--- src/rtl/alu_flags.sv ---
// rtl/alu_flags.sv - status-flag register, branch-condition evaluation and flag save/restore stack
module alu_flags #(
  parameter int DEPTH = 4,
  parameter int PW    = $clog2(DEPTH + 1)
) (
  input  logic          i_clk,
  input  logic          i_reset,
  input  logic [7:0]    i_a,
  input  logic [7:0]    i_b,
  input  logic          i_sub,
  input  logic [1:0]    i_aluOp,
  input  logic          i_negative,
  input  logic          i_zero,
  input  logic          i_flagsWr,
  input  logic          i_flagsPush,
  input  logic          i_flagsPop,
  input  logic [2:0]    i_cond,
  output logic [3:0]    o_flags,
  output logic          o_condTrue,
  output logic [PW-1:0] o_stackDepth,
  output logic          o_stackErr
);

  localparam logic [1:0] OP_ADDSUB = 2'b00;
  localparam logic [1:0] OP_AND    = 2'b01;
  localparam logic [1:0] OP_XOR    = 2'b10;
  localparam logic [1:0] OP_SHIFT  = 2'b11;

  logic [3:0] stack_mem [DEPTH];
  logic [7:0] b_eff;
  logic [8:0] sum9;
  logic       c_next;
  logic       v_next;
  logic [3:0] wr_flags;
  logic [3:0] stack_top;
  logic       stack_full;
  logic       stack_empty;

  // Recompute carry/overflow from the operands, then pick the flag-write value per opcode
  always_comb begin
    b_eff  = i_b ^ {8{i_sub}};
    sum9   = {1'b0, i_a} + {1'b0, b_eff} + {8'd0, i_sub};
    c_next = sum9[8];
    v_next = (i_a[7] == b_eff[7]) && (sum9[7] != i_a[7]);
    case (i_aluOp)
      OP_ADDSUB: wr_flags = {i_negative, i_zero, c_next, v_next};
      OP_AND,
      OP_XOR:    wr_flags = {i_negative, i_zero, 2'b00};
      OP_SHIFT:  wr_flags = {i_negative, i_zero, o_flags[1:0]};
      default:   wr_flags = o_flags;
    endcase
  end

  // Select the top-of-stack entry without indexing the array by the wider depth counter
  always_comb begin
    stack_top = 4'b0000;
    for (int i = 0; i < DEPTH; i++) begin
      if (PW'(i + 1) == o_stackDepth) stack_top = stack_mem[i];
    end
    stack_full  = (o_stackDepth == PW'(DEPTH));
    stack_empty = (o_stackDepth == '0);
  end

  // Branch condition evaluated only on the architectural flags
  always_comb begin
    case (i_cond)
      3'b000:  o_condTrue = 1'b1;
      3'b001:  o_condTrue = o_flags[2];
      3'b010:  o_condTrue = !o_flags[2];
      3'b011:  o_condTrue = o_flags[1];
      3'b100:  o_condTrue = !o_flags[1];
      3'b101:  o_condTrue = o_flags[3];
      3'b110:  o_condTrue = o_flags[0];
      3'b111:  o_condTrue = o_flags[3] ^ o_flags[0];
      default: o_condTrue = 1'b0;
    endcase
  end

  // Flag register and stack: conflicting push/pop is an error, pop beats write, push saves pre-write flags
  always_ff @(posedge i_clk) begin
    if (i_reset) begin
      o_flags      <= 4'b0000;
      o_stackDepth <= '0;
      o_stackErr   <= 1'b0;
      for (int i = 0; i < DEPTH; i++) stack_mem[i] <= 4'b0000;
    end else if (i_flagsPush && i_flagsPop) begin
      o_stackErr <= 1'b1;
    end else if (i_flagsPop) begin
      if (stack_empty) begin
        o_stackErr <= 1'b1;
      end else begin
        o_flags      <= stack_top;
        o_stackDepth <= o_stackDepth - PW'(1);
      end
    end else begin
      if (i_flagsPush) begin
        if (stack_full) begin
          o_stackErr <= 1'b1;
        end else begin
          for (int i = 0; i < DEPTH; i++) begin
            if (PW'(i) == o_stackDepth) stack_mem[i] <= o_flags;
          end
          o_stackDepth <= o_stackDepth + PW'(1);
        end
      end
      if (i_flagsWr) o_flags <= wr_flags;
    end
  end

endmodule

--- config.mk ---
export PLATFORM = sky130hd
export DESIGN_NAME = alu_flags
export DESIGN_NICKNAME = d
export VERILOG_FILES = /design/src/rtl/alu_flags.sv
export SDC_FILE = /design/constraint.sdc
export NUM_CORES = 1
export LEC_CHECK = 0
export ABC_AREA = 1
export CAP_MARGIN = 20
export CORE_AREA = 8 8 66 68
export CTS_BUF_LIST = sky130_fd_sc_hd__clkbuf_8
export CTS_CLUSTER_DIAMETER = 30
export DETAILED_ROUTE_END_ITERATION = 10
export DIE_AREA = 0 0 74 76
export GPL_ROUTABILITY_DRIVEN = 0
export PLACE_DENSITY = 0.81
export SKIP_LAST_GASP = 1
export SYNTH_ARGS = -nofsm -noshare
export SYNTH_HDL_FRONTEND = slang
export SYNTH_SLANG_ARGS = --single-unit
--- constraint.sdc ---
create_clock -name i_clk -period 1.9 [get_ports i_clk]
set_input_delay 0.38 -clock i_clk [delete_from_list [all_inputs] [get_ports i_clk]]
set_output_delay 0.38 -clock i_clk [all_outputs]
set_load 0.03 [all_outputs]
; ---- Word level (Yosys, flattened, before mapping)
; Memory sizes are Yosys's and may differ from the RTL's.
; Index checks and enable logic that the tools add are counted.
[classes]
addsub = 4
eq_ne = 21
muxes = 52
n_bitwise = 7
reduce_logical = 16
[ops]
columns = op, n
row1 = 2-to-1 mux 4 bit, 11
row2 = 2-to-1 mux 1 bit, 35
row3 = "equality test 3 bit, second input constant", 5
row4 = 2-to-1 mux 3 bit, 4
row5 = case mux 4 bit (3 select lines), 1
row6 = adder 8 x 8 -> 9 bit, 1
row7 = adder 9 x 1 -> 9 bit, 1
row8 = case mux 1 bit (8 select lines), 1
row9 = AND reduction 4 bit, 2
row10 = bitwise XOR 8 bit, 1
row11 = "equality test 2 x 3 -> 1 bit, first input constant", 2
row12 = "equality test 3 x 2 -> 1 bit, second input constant", 2
row13 = logical NOT 3 bit, 2
row14 = "inequality test 2 bit, second input constant", 3
row15 = AND reduction 3 bit, 2
row16 = nonzero test 3 bit, 2
row17 = "equality test 2 bit, second input constant", 2
row18 = OR 1 bit, 4
row19 = nonzero test 2 bit, 2
row20 = "adder 3 x 1 -> 3 bit, second input constant", 1
row21 = "equality test 1 x 3 -> 1 bit, first input constant", 1
row22 = "equality test 3 x 1 -> 1 bit, second input constant", 1
row23 = "equality test 3 bit, first input constant", 1
row24 = "inequality test 3 x 1 -> 1 bit, second input constant", 1
row25 = other kinds (10), 12
[totals]
reg_bits = 8
ramBits = 16
output_inout_bits = 9
wordCells = 105
mem_count = 1
[memory_table]
columns = name, words, word_bits, read_ports, rd_ports_with_merged_regs, wr, line_no
row1 = stack_mem, 4, 4, 4, 0, 4, 29  ; logic [3:0] stack_mem [DEPTH];

; ---- Depth between registers and ports, before layout
; Gate-level depths: netlist of run 1.
[logic_depth]
word_depth = 9
depth_mapped = 11

; ---- Worst setup path after synthesis of run 1
; OpenSTA, ideal clock, no wires.
[synth_path]
kind = flip-flop to output port
from = register o_flags[0]
to = output o_condTrue
t_arrival_ns = 1.402
required_ns = 1.520
slack_ns = 0.118
stages_incl_launch_ff = 5
path_buffers = 0
path_cell_list = dfxtp_1 inv_1 o21ai_0 nand2_1 o221ai_1
[synth_between]
elab_chain_cells = 2
[synth_lines]
columns = element, line_no
row1 = "start, declared", 18  ; output logic [3:0] o_flags,
row2 = "start signal, assigned", 92  ; o_flags <= stack_top;
row3 = "start signal, assigned", 106  ; if (i_flagsWr) o_flags <= wr_flags;
row4 = bitwise XOR 1 bit, 74  ; 3'b111: o_condTrue = o_flags[3] ^ o_flags[0];
row5 = case mux 1 bit (8 select lines) *, 66  ; case (i_cond)
row6 = "end, declared", 19  ; output logic o_condTrue,
; Mark *: on every way between the ends. The rest lies on a longest branch, timed or not.

; ---- Final worst setup path of run 1
[layout_path]
from = input i_cond[1]
to = output o_condTrue
[layout_between]
elab_chain_cells = 2
elab_cells_between_ends = 9
[layout_lines]
columns = element, line_no
row1 = "start, declared", 17  ; input logic [2:0] i_cond,
row2 = "equality test 3 bit, or another cell as far along", 66
row3 = case mux 1 bit (8 select lines) *, 66
; Marks and branches as above.

==> impl_metrics.env, run 1 <==
export IMPL_path_class="primary input to primary output"
export IMPL_dp_final_hpwl_um=3110
export IMPL_worst_slew_pin_slew_ns=0.403
export IMPL_ys_seq_elements=24
export IMPL_synth_fa_ha_area_frac=0.104
export IMPL_first_pass_iters=4
export IMPL_synth_simple_area_share=0.276
export IMPL_synth_edf_count=16
export IMPL_antenna_left=0
export IMPL_syn_to_final_growth_pct=33.0
export IMPL_vias_per_cell=4.87
export IMPL_grt_first_pass_wirelength_um=6430
export IMPL_regArea_sq_um=641
export IMPL_place_inst=308
export IMPL_grt_start_max_net_pins=15
export IMPL_numClockSinks=24
export IMPL_period_needed_ns=1.84
export IMPL_synth_top_family_by_area="simple AND/OR/NAND/NOR gates"
export IMPL_io_buffers=37
export IMPL_synthCells=221
export IMPL_wl_per_cell_um=12.1
export IMPL_ys_types=27
export IMPL_synth_avg_cell_area_sq_um=7.59
export IMPL_antenna_found_initial=0
export IMPL_routed_wl_um=3790
export IMPL_min_period_over_period=0.967
export IMPL_run_status="finished clean"
export IMPL_start_util=0.488
export IMPL_numCtsBuffers=3
export IMPL_cts_hold_buf=0
export IMPL_die_x_um=74
export IMPL_whs_path_depth=2
export IMPL_required_ns=1.52
export IMPL_layout_cells_non_filler=313
export IMPL_cts_max_path_buffers=2
export IMPL_htree_levels=1
export IMPL_synth_seq_area_share=0.382
export IMPL_ios=38
export IMPL_placed_area_sq_mm=0.00212
export IMPL_n_antenna_cell=0
export IMPL_syn_nets=264
export IMPL_worstPathBufferInverterCount=3
export IMPL_worst_slack_ns=0.0625
export IMPL_multi_input_area_sq_um=915
export IMPL_r2r_cells=10
export IMPL_cts_root_buffer="clkbuf_8"
export IMPL_synthMuxAreaShare=0
export IMPL_setup_viol=0
export IMPL_setup_tns_ns=0
export IMPL_design_area_sq_mm=0.00223
export IMPL_dieArea_sq_mm=0.00562
export IMPL_max_cap_violations=0
export IMPL_critPathCaptureType="primary output"
export IMPL_pre_cts_slack_ns=-0.331
export IMPL_rows=22
export IMPL_grt_pass1_vias=1540
export IMPL_power_total_mw=1.67
export IMPL_start_kind="primary input"
export IMPL_min_path_type="register to register"
export IMPL_final_max_slew_violation_count=0
export IMPL_fmax_mhz=544
export IMPL_final_cell_mix="nand2_1 (54), clkdlybuf4s50_1 (33), nor2_1 (28), inv_1 (26), edfxtp_1 (16)"
export IMPL_drt_iter0_markers=108
export IMPL_synth_xor_area_share=0.0470
export IMPL_peakVddDrop_v=0.000391
export IMPL_final_hold_viol_count=0
export IMPL_critPathMaxFanout=3
export IMPL_layout_commonest_cell="nand2_1"
export IMPL_nNetsFinal=309
export IMPL_path_depth=5
export IMPL_die_h_um=76
export IMPL_drc=0
export IMPL_grt_total_usage=0.140
export IMPL_skew_ns=0.00817
export IMPL_insertion_delay_ns=0.27
export IMPL_whs_ns=0.518
export IMPL_cts_tree="built"
export IMPL_synth_compound_gate_area_share=0.107
export IMPL_rsz0062_at_grt="no"
export IMPL_relSlewSlack=0.730
export IMPL_critPathArrivalTime_ns=1.46
export IMPL_fin_util=0.648
export IMPL_ys_flop_type="edfxtp_1"
export IMPL_crit_path_top_delay_cell="clkdlybuf4s50_1"
export IMPL_fillers=316
export IMPL_slowest_delay_ns=0.48
export IMPL_p_leak_nw=1.03
export IMPL_grt_ovfl_total=0
export IMPL_cp_cell_sequence="clkdlybuf4s50_1 -> inv_1 -> nor3_1 -> o221ai_1 -> buf_4"
export IMPL_path_clk_slew_ns=0.08
export IMPL_syn_area_sq_mm=0.00168
export IMPL_core_area_sq_mm=0.00344
export IMPL_vias=1524
export IMPL_synth_warnings=0
export IMPL_p_per_area_mw_per_mm2=747
export IMPL_worst_path_dominant_cell_family="buffers and inverters"
export IMPL_ys_async_sr_fraction=0
export IMPL_post_route_cells_drive_above_1_share=0.106
logic make-up (layout without fill, tap and decap cells):
logic type               Yosys count  after routing
adder cells (fa/ha/maj)           14             14
buffers and inverters             33             77
XOR/XNOR                           9              9
flip-flops                        24             24
AO/OA/AOI/OAI                     32             32
AND/OR/NAND/NOR                  109            109
path summary, 6_finish.rpt:
path	start	endpoint	slack, ns
worst min-delay path	o_stackErr	o_stackErr	0.52
worst min register to register	o_stackErr	o_stackErr	0.52
worst max-delay path	i_cond[1]	o_condTrue	0.06
worst max register to register	o_stackDepth[0]	o_flags[2]	0.23
cells in the mapped netlist (2+ instances only):
cell type  count  area, sq um
buf_4          4         30.0
ha_1          14          175
nor2_2         2         12.5
xor2_1         9         78.8
dfxtp_1        8          160
nand2_2        3         18.8
nor3_1         2         10.0
o21ai_1        2         10.0
a21oi_1       17         85.1
inv_1         26         97.6
o21ai_0        8         40.0
nand3_1       14         70.1
inv_2          2         7.51
nor2_1        28          105
edfxtp_1      16          480
nand2_1       55          206
per-layer routing:
| layer | GRT usage | share of wire | up-vias |
|---|---|---|---|
| li1 | - | - | 808 |
| met1 | 0.151 | 0.42 | 679 |
| met2 | 0.258 | 0.53 | 33 |
| met3 | 0.0211 | 0.038 | 4 |
| met4 | 0.0540 | 0.015 | 0 |
| met5 | 0 | 0 | - |
registers in the layout (all words and copies together), names as in the netlist:
register      cells
o_flags           4
o_stackErr        1
stack_mem        16
o_stackDepth      3
final cells by class:
class	instances	share of cell area
sequential	24	0.287
timing repair buffer	45	0.197
clock inverter	1	0.0135
multi-input combinational	164	0.410
clock buffer	3	0.0185
tap	48	0.0269
inverter	28	0.0471
report_power, final:
group	switching, mW	internal, mW
logic	0.339	0.243
clock network	0.170	0.282
registers	0.0315	0.601
total	0.541	1.13
worst register-to-register path, cell delays in order, from the launching register on:
cell and delay (ns):
dfxtp_1 0.34, inv_1 0.15, ha_1 0.16, inv_1 0.09, nor2_1 0.34, nand2_1 0.09
nand2_1 0.10, nand2_1 0.05, nand3_1 0.08, nand2_1 0.06, a21oi_1 0.14
what timing repair did:
action / CTS / global route
pin swaps: 3 / 5
endpoints found under the hold margin: 0 / 0
setup buffers: 1 / 0
gates resized for setup: 5 / 6
setup endpoints to repair: 1 / 4
Note: power is estimated with default switching activity, not from simulation.
==> inputs of run 2 (changes only) <==
CTS_CLUSTER_DIAMETER = 100   (was 30)
MAX_ROUTING_LAYER = met4   (was default)
==> run 2 against run 1 <==
Net effect:
- via count is essentially flat
- sequential share of layout area is the same
- first-iteration DRC count shrank 6.5%
- utilization is the same
- global-route usage grew 0.40 points
- final area is the same
- clock skew is essentially flat
- die area is the same
==> impl_metrics.env, run 2 (synthesized netlist as in run 1, its figures left out) <==
export IMPL_run_status="finished clean"
export IMPL_r2r_slack_ns=0.24
export IMPL_largest_reg_flops=16
export IMPL_setup_viol=0
export IMPL_syn_to_final_growth_pct=33.0
export IMPL_drc=0
export IMPL_layout_commonest_cell="nand2_1"
export IMPL_r2r_cells=10
export IMPL_insertion_delay_ns=0.27
export IMPL_cts_root_buffer="clkbuf_8"
export IMPL_worstReg2RegEnd="o_flags[2]"
export IMPL_first_pass_iters=4
export IMPL_cts_tree="built"
export IMPL_critPathArrivalTime_ns=1.46
export IMPL_setup_tns_ns=0
export IMPL_post_route_cells_drive_above_1_share=0.106
export IMPL_io_buffers=37
export IMPL_path_clk_slew_ns=0.08
export IMPL_worst_slew_pin_slew_ns=0.401
export IMPL_regArea_sq_um=641
export IMPL_ios=38
export IMPL_period_needed_ns=1.84
export IMPL_critPathCapture="o_condTrue"
export IMPL_vias_per_cell=4.87
export IMPL_routed_wl_um=3760
export IMPL_htree_levels=1
export IMPL_internal_power_mw=1.13
export IMPL_startpoint="i_cond[1]"
export IMPL_p_leak_nw=1.03
export IMPL_relSlewSlack=0.732
export IMPL_clock_power_share=0.267
export IMPL_power_frac_comb=0.351
export IMPL_final_max_slew_violation_count=0
export IMPL_peakVddDrop_v=0.000390
export IMPL_grt_first_pass_wirelength_um=6430
export IMPL_numClockSinks=24
export IMPL_pwr_share_seq=0.382
export IMPL_core_area_sq_mm=0.00344
export IMPL_critPathMaxFanout=3
export IMPL_p_sw_mw=0.532
export IMPL_grt_ovfl_total=0
export IMPL_fillers=316
export IMPL_crit_path_top_delay_cell="clkdlybuf4s50_1"
export IMPL_start_util=0.488
export IMPL_multi_input_area_sq_um=915
export IMPL_rows=22
export IMPL_whs_ns=0.517
export IMPL_fmax_mhz=544
export IMPL_final_cell_mix="nand2_1 (54), clkdlybuf4s50_1 (33), nor2_1 (28), inv_1 (26), edfxtp_1 (16)"
export IMPL_start_kind="primary input"
export IMPL_rr_startpoint="o_stackDepth[0]"
export IMPL_max_cap_violations=0
export IMPL_slowest_delay_ns=0.48
export IMPL_die_h_um=76
export IMPL_cts_max_path_buffers=2
export IMPL_largest_registers="stack_mem (16), o_flags (4), o_stackDepth (3)"
export IMPL_numCtsBuffers=3
export IMPL_final_hold_viol_count=0
export IMPL_antenna_found_initial=0
export IMPL_nNetsFinal=309
export IMPL_top_register="stack_mem"
export IMPL_rsz0062_at_grt="no"
export IMPL_min_path_type="register to register"
export IMPL_p_per_area_mw_per_mm2=743
export IMPL_skew_ns=0.00852
export IMPL_dp_final_hpwl_um=3110
export IMPL_n_antenna_cell=0
export IMPL_grt_start_max_net_pins=15
export IMPL_dieArea_sq_mm=0.00562
export IMPL_grt_total_usage=0.144
export IMPL_path_class="primary input to primary output"
export IMPL_grt_pass1_vias=1539
export IMPL_critPathCaptureType="primary output"
export IMPL_die_x_um=74
export IMPL_antenna_left=0
export IMPL_wl_per_cell_um=12.0
export IMPL_swShare=0.321
export IMPL_required_ns=1.52
export IMPL_vias=1525
export IMPL_drt_iter0_markers=101
export IMPL_cp_cell_sequence="clkdlybuf4s50_1 -> inv_1 -> nor3_1 -> o221ai_1 -> buf_4"
export IMPL_min_period_over_period=0.968
run 2: power groups by stage:
stage,logic [mW],registers (mW),clock network (mW)
detailed placement,0.570,0.645,0
finish,0.582,0.632,0.442
global route,0.647,0.638,0.470
floorplan,0.321,0.688,0
global placement,0.553,0.644,0
CTS,0.582,0.633,0.447
run 2: area by class of cell:
class / count / share of cell area
multi-input cells: 164 / 0.410
flip-flops and latches: 24 / 0.287
repair buffers: 45 / 0.197
inverters: 28 / 0.0471
well taps: 48 / 0.0269
clock buffers: 3 / 0.0185
clock inverters: 1 / 0.0135
run 2: timing repair:
action | in CTS | in global routing
gates resized for setup | 5 | 6
hold buffers | 0 | 0
hold endpoints to repair | 0 | 0
setup buffers | 1 | 0
pin swaps | 3 | 5
setup endpoints to repair | 1 | 4
run 2: layer usage:
| layer | vias up | wire (um) | track usage |
|---|---|---|---|
| li1 | 809 | - | - |
| met1 | 677 | 1560 | 0.156 |
| met2 | 35 | 2030 | 0.257 |
| met3 | 4 | 117 | 0.0145 |
| met4 | 0 | 55 | 0.0540 |
| met5 | - | 0 | - |
run 2: critical path: cells and delay by family:
family / cells / cell delay (ns)
compound gates: 1 / 0.15
buf+inv: 3 / 0.74
simple gates: 1 / 0.19
run 2: how the worst min path moves through the flow:
stage / startpoint / endpoint / slack, ns / cells past startpoint
final: o_stackErr / o_stackErr / 0.52 / 2
after CTS: o_stackErr / o_stackErr / 0.52 / 2
after floorplan: i_a[7] / o_flags[0] / 0.56 / 3
after global placement: o_stackErr / o_stackErr / 0.49 / 2
after global routing: o_stackErr / o_stackErr / 0.54 / 2
after detailed placement: o_stackErr / o_stackErr / 0.49 / 2
run 2: stage by stage:
| stage | power [mW] | setup WS (ns) | instance area [sq um] | util | std cells |
|---|---|---|---|---|---|
| 6_report | 1.66 | 0.0606 | 2230 | 0.648 | 313 |
| 5_1_grt | 1.76 | 0.0000913 | 2230 | 0.648 | 313 |
| 4_1_cts | 1.66 | 0.00429 | 2220 | 0.645 | 313 |
| 3_5_place_dp | 1.21 | -0.331 | 2120 | 0.617 | 308 |
| 3_3_place_gp | 1.20 | -0.189 | 2120 | 0.617 | 308 |
| 2_1_floorplan | 1.01 | 0.118 | 1680 | - | 221 |
==> inputs of run 3 (changes only) <==
PLACE_DENSITY = 0.87   (was 0.81)
TNS_END_PERCENT = 10   (was default)
==> run 3 against run 2 <==
Net effect:
- cell count decreased by 0.64%
- critical endpoint is now o_stackDepth[2]
- sequential share of layout area up 0.31 points
- largest cell class unchanged
- count of clock-buffer cells in the layout stayed put
- via count up 3.9%
- clock power is 31% lower
- hold slack got worse by 0.010 ns
- wire length grew 9.8%
- global-route usage increased by 0.99 points
- sequential cell count stayed put
- clock skew is 0.0055 ns lower
- non-clock buffer count shrank 2
- final area shrank 1.1%
==> impl_metrics.env, run 3 (synthesized netlist as in run 1, its figures left out) <==
export IMPL_busiest_layer="met2"
export IMPL_die_x_um=74
export IMPL_internal_power_mw=0.989
export IMPL_swShare=0.353
export IMPL_multi_input_area_sq_um=935
export IMPL_final_hold_viol_count=0
export IMPL_worst_path_dominant_cell_family="buffers and inverters"
export IMPL_insertion_delay_ns=0.26
export IMPL_p_leak_nw=0.992
export IMPL_r2r_slack_ns=0.24
export IMPL_path_clk_slew_ns=0.08
export IMPL_relSlewSlack=0.723
export IMPL_critPathMaxFanout=7
export IMPL_required_ns=1.52
export IMPL_vias=1584
export IMPL_layout_cells_non_filler=311
export IMPL_largest_reg_flops=16
export IMPL_min_path_type="register to register"
export IMPL_fmax_mhz=531
export IMPL_max_cap_violations=0
export IMPL_cts_hold_buf=0
export IMPL_core_area_sq_mm=0.00344
export IMPL_numClockSinks=24
export IMPL_use_met2=0.273
export IMPL_grt_pass1_vias=1600
export IMPL_nNetsFinal=307
export IMPL_numCtsBuffers=3
export IMPL_regArea_sq_um=641
export IMPL_met3_usage=0.0105
export IMPL_drt_iter0_markers=54
export IMPL_layout_commonest_cell="nand2_1"
export IMPL_routed_wl_um=4130
export IMPL_min_period_over_period=0.992
export IMPL_cp_cell_sequence="clkdlybuf4s50_1"
export IMPL_worstPathBufferInverterCount=1
export IMPL_largest_registers="stack_mem (16), o_flags (4), o_stackDepth (3)"
export IMPL_slowest_delay_ns=0.74
export IMPL_drc=0
export IMPL_clock_power_share=0.199
export IMPL_critPathArrivalTime_ns=1.50
export IMPL_ios=38
export IMPL_crit_path_top_delay_cell="clkdlybuf4s50_1"
export IMPL_skew_ns=0.00305
export IMPL_antenna_found_initial=0
export IMPL_htree_levels=1
export IMPL_grt_ovfl_total=0
export IMPL_period_needed_ns=1.88
export IMPL_start_kind="register"
export IMPL_first_pass_iters=4
export IMPL_rows=22
export IMPL_grt_start_max_net_pins=14
export IMPL_worst_slew_pin_slew_ns=0.414
export IMPL_dp_final_hpwl_um=3200
export IMPL_peakVddDrop_v=0.000393
export IMPL_wl_per_cell_um=13.3
export IMPL_r2r_cells=10
export IMPL_pre_cts_slack_ns=-0.271
export IMPL_holdPathEnd="o_stackErr"
export IMPL_worst_slack_ns=0.0154
export IMPL_gr_usage_met1=0.171
export IMPL_whs_path_depth=2
export IMPL_dieArea_sq_mm=0.00562
export IMPL_cts_root_buffer="clkbuf_8"
export IMPL_worstReg2RegEnd="o_flags[2]"
export IMPL_fillers=295
export IMPL_place_inst=306
export IMPL_die_h_um=76
export IMPL_cts_max_path_buffers=2
export IMPL_rsz0062_at_grt="yes"
export IMPL_post_route_cells_drive_above_1_share=0.106
export IMPL_top_register="stack_mem"
export IMPL_p_per_area_mw_per_mm2=693
export IMPL_critPathCaptureType="primary output"
export IMPL_n_antenna_cell=0
export IMPL_io_buffers=37
export IMPL_grt_total_usage=0.154
export IMPL_vias_per_cell=5.09
export IMPL_syn_to_final_growth_pct=31.5
export IMPL_pwr_share_seq=0.416
export IMPL_rr_startpoint="o_stackDepth[0]"
export IMPL_path_depth=1
export IMPL_final_max_slew_violation_count=0
export IMPL_path_class="register to primary output"
export IMPL_run_status="finished clean"
export IMPL_min_from="o_stackErr"
export IMPL_setup_viol=0
export IMPL_power_frac_comb=0.385
export IMPL_antenna_left=0
export IMPL_grt_first_pass_wirelength_um=6910
export IMPL_start_util=0.488
export IMPL_cts_tree="built"
export IMPL_final_cell_mix="nand2_1 (53), clkdlybuf4s50_1 (34), nor2_1 (28), inv_1 (26)"
export IMPL_p_sw_mw=0.540
[run 3: cell types whose count changed in the layout (fill, tap and decap cells not counted), sizes merged]
cell           previous run  this run
bufinv                    1         0
clkinv                    0         1
dlymetal6s2s              3         2
clkdlybuf4s50            33        34
buf                       9         7
[run 3: how the worst max path moves through the flow]
stage / from / end / slack, ns
after CTS: i_cond[0] / o_condTrue / 0.003
after detailed placement: i_sub / o_flags[0] / -0.27
after floorplan: o_flags[0] / o_condTrue / 0.12
after global placement: i_sub / o_flags[0] / -0.19
after global routing: o_stackDepth[2] / o_stackDepth[2] / -0.02
final: o_stackDepth[2] / o_stackDepth[2] / 0.02
[run 3: timing repair]
action,in CTS,in global routing
setup buffers,0,1
endpoints found under the hold margin,0,0
setup endpoints to repair,1,4
pin swaps,1,8
resized for setup,1,10
[run 3: through the flow]
| stage | power (mW) | setup TNS (ns) | util | hold slack, ns | cell area, sq um |
|---|---|---|---|---|---|
| 3_5_place_dp | 1.21 | -0.502 | 0.613 | 0.477 | 2110 |
| 5_1_grt | 1.62 | -0.0418 | 0.641 | 0.550 | 2210 |
| 4_1_cts | 1.50 | 0 | 0.627 | 0.504 | 2160 |
| 2_1_floorplan | 1.01 | 0 | - | 0.564 | 1680 |
| 3_3_place_gp | 1.19 | -0.349 | 0.613 | 0.481 | 2110 |
| 6_report | 1.53 | 0 | 0.641 | 0.507 | 2210 |
[run 3: area by class of cell]
cell class              count  area share
multi-input cells         164       0.423
clock buffers               3      0.0187
repair buffers             43       0.191
flip-flops and latches     24       0.290
inverters                  28      0.0476
well taps                  48      0.0272
clock inverters             1     0.00170
[run 3: routing by layer]
metal / vias up / wire, um
li1: 800 / -
met1: 735 / 1680
met2: 45 / 2270
met3: 4 / 133
met4: 0 / 48
met5: - / 0
[run 3: worst reg2reg max path, stage by stage, from the launching register on]
cell and delay [ns]:
dfxtp_1 0.35, inv_1 0.16, ha_1 0.17, inv_1 0.08
nor2_1 0.31, nand2_1 0.09, nand2_1 0.08, nand2_1 0.06
nand3_1 0.07, nand2_1 0.07, a21oi_1 0.16
[run 3: power groups by stage]
stage	clock network [mW]	registers, mW	logic, mW
finish	0.304	0.635	0.589
detailed placement	0	0.646	0.562
CTS	0.297	0.634	0.567
floorplan	0	0.688	0.321
global placement	0	0.643	0.546
global route	0.325	0.640	0.658
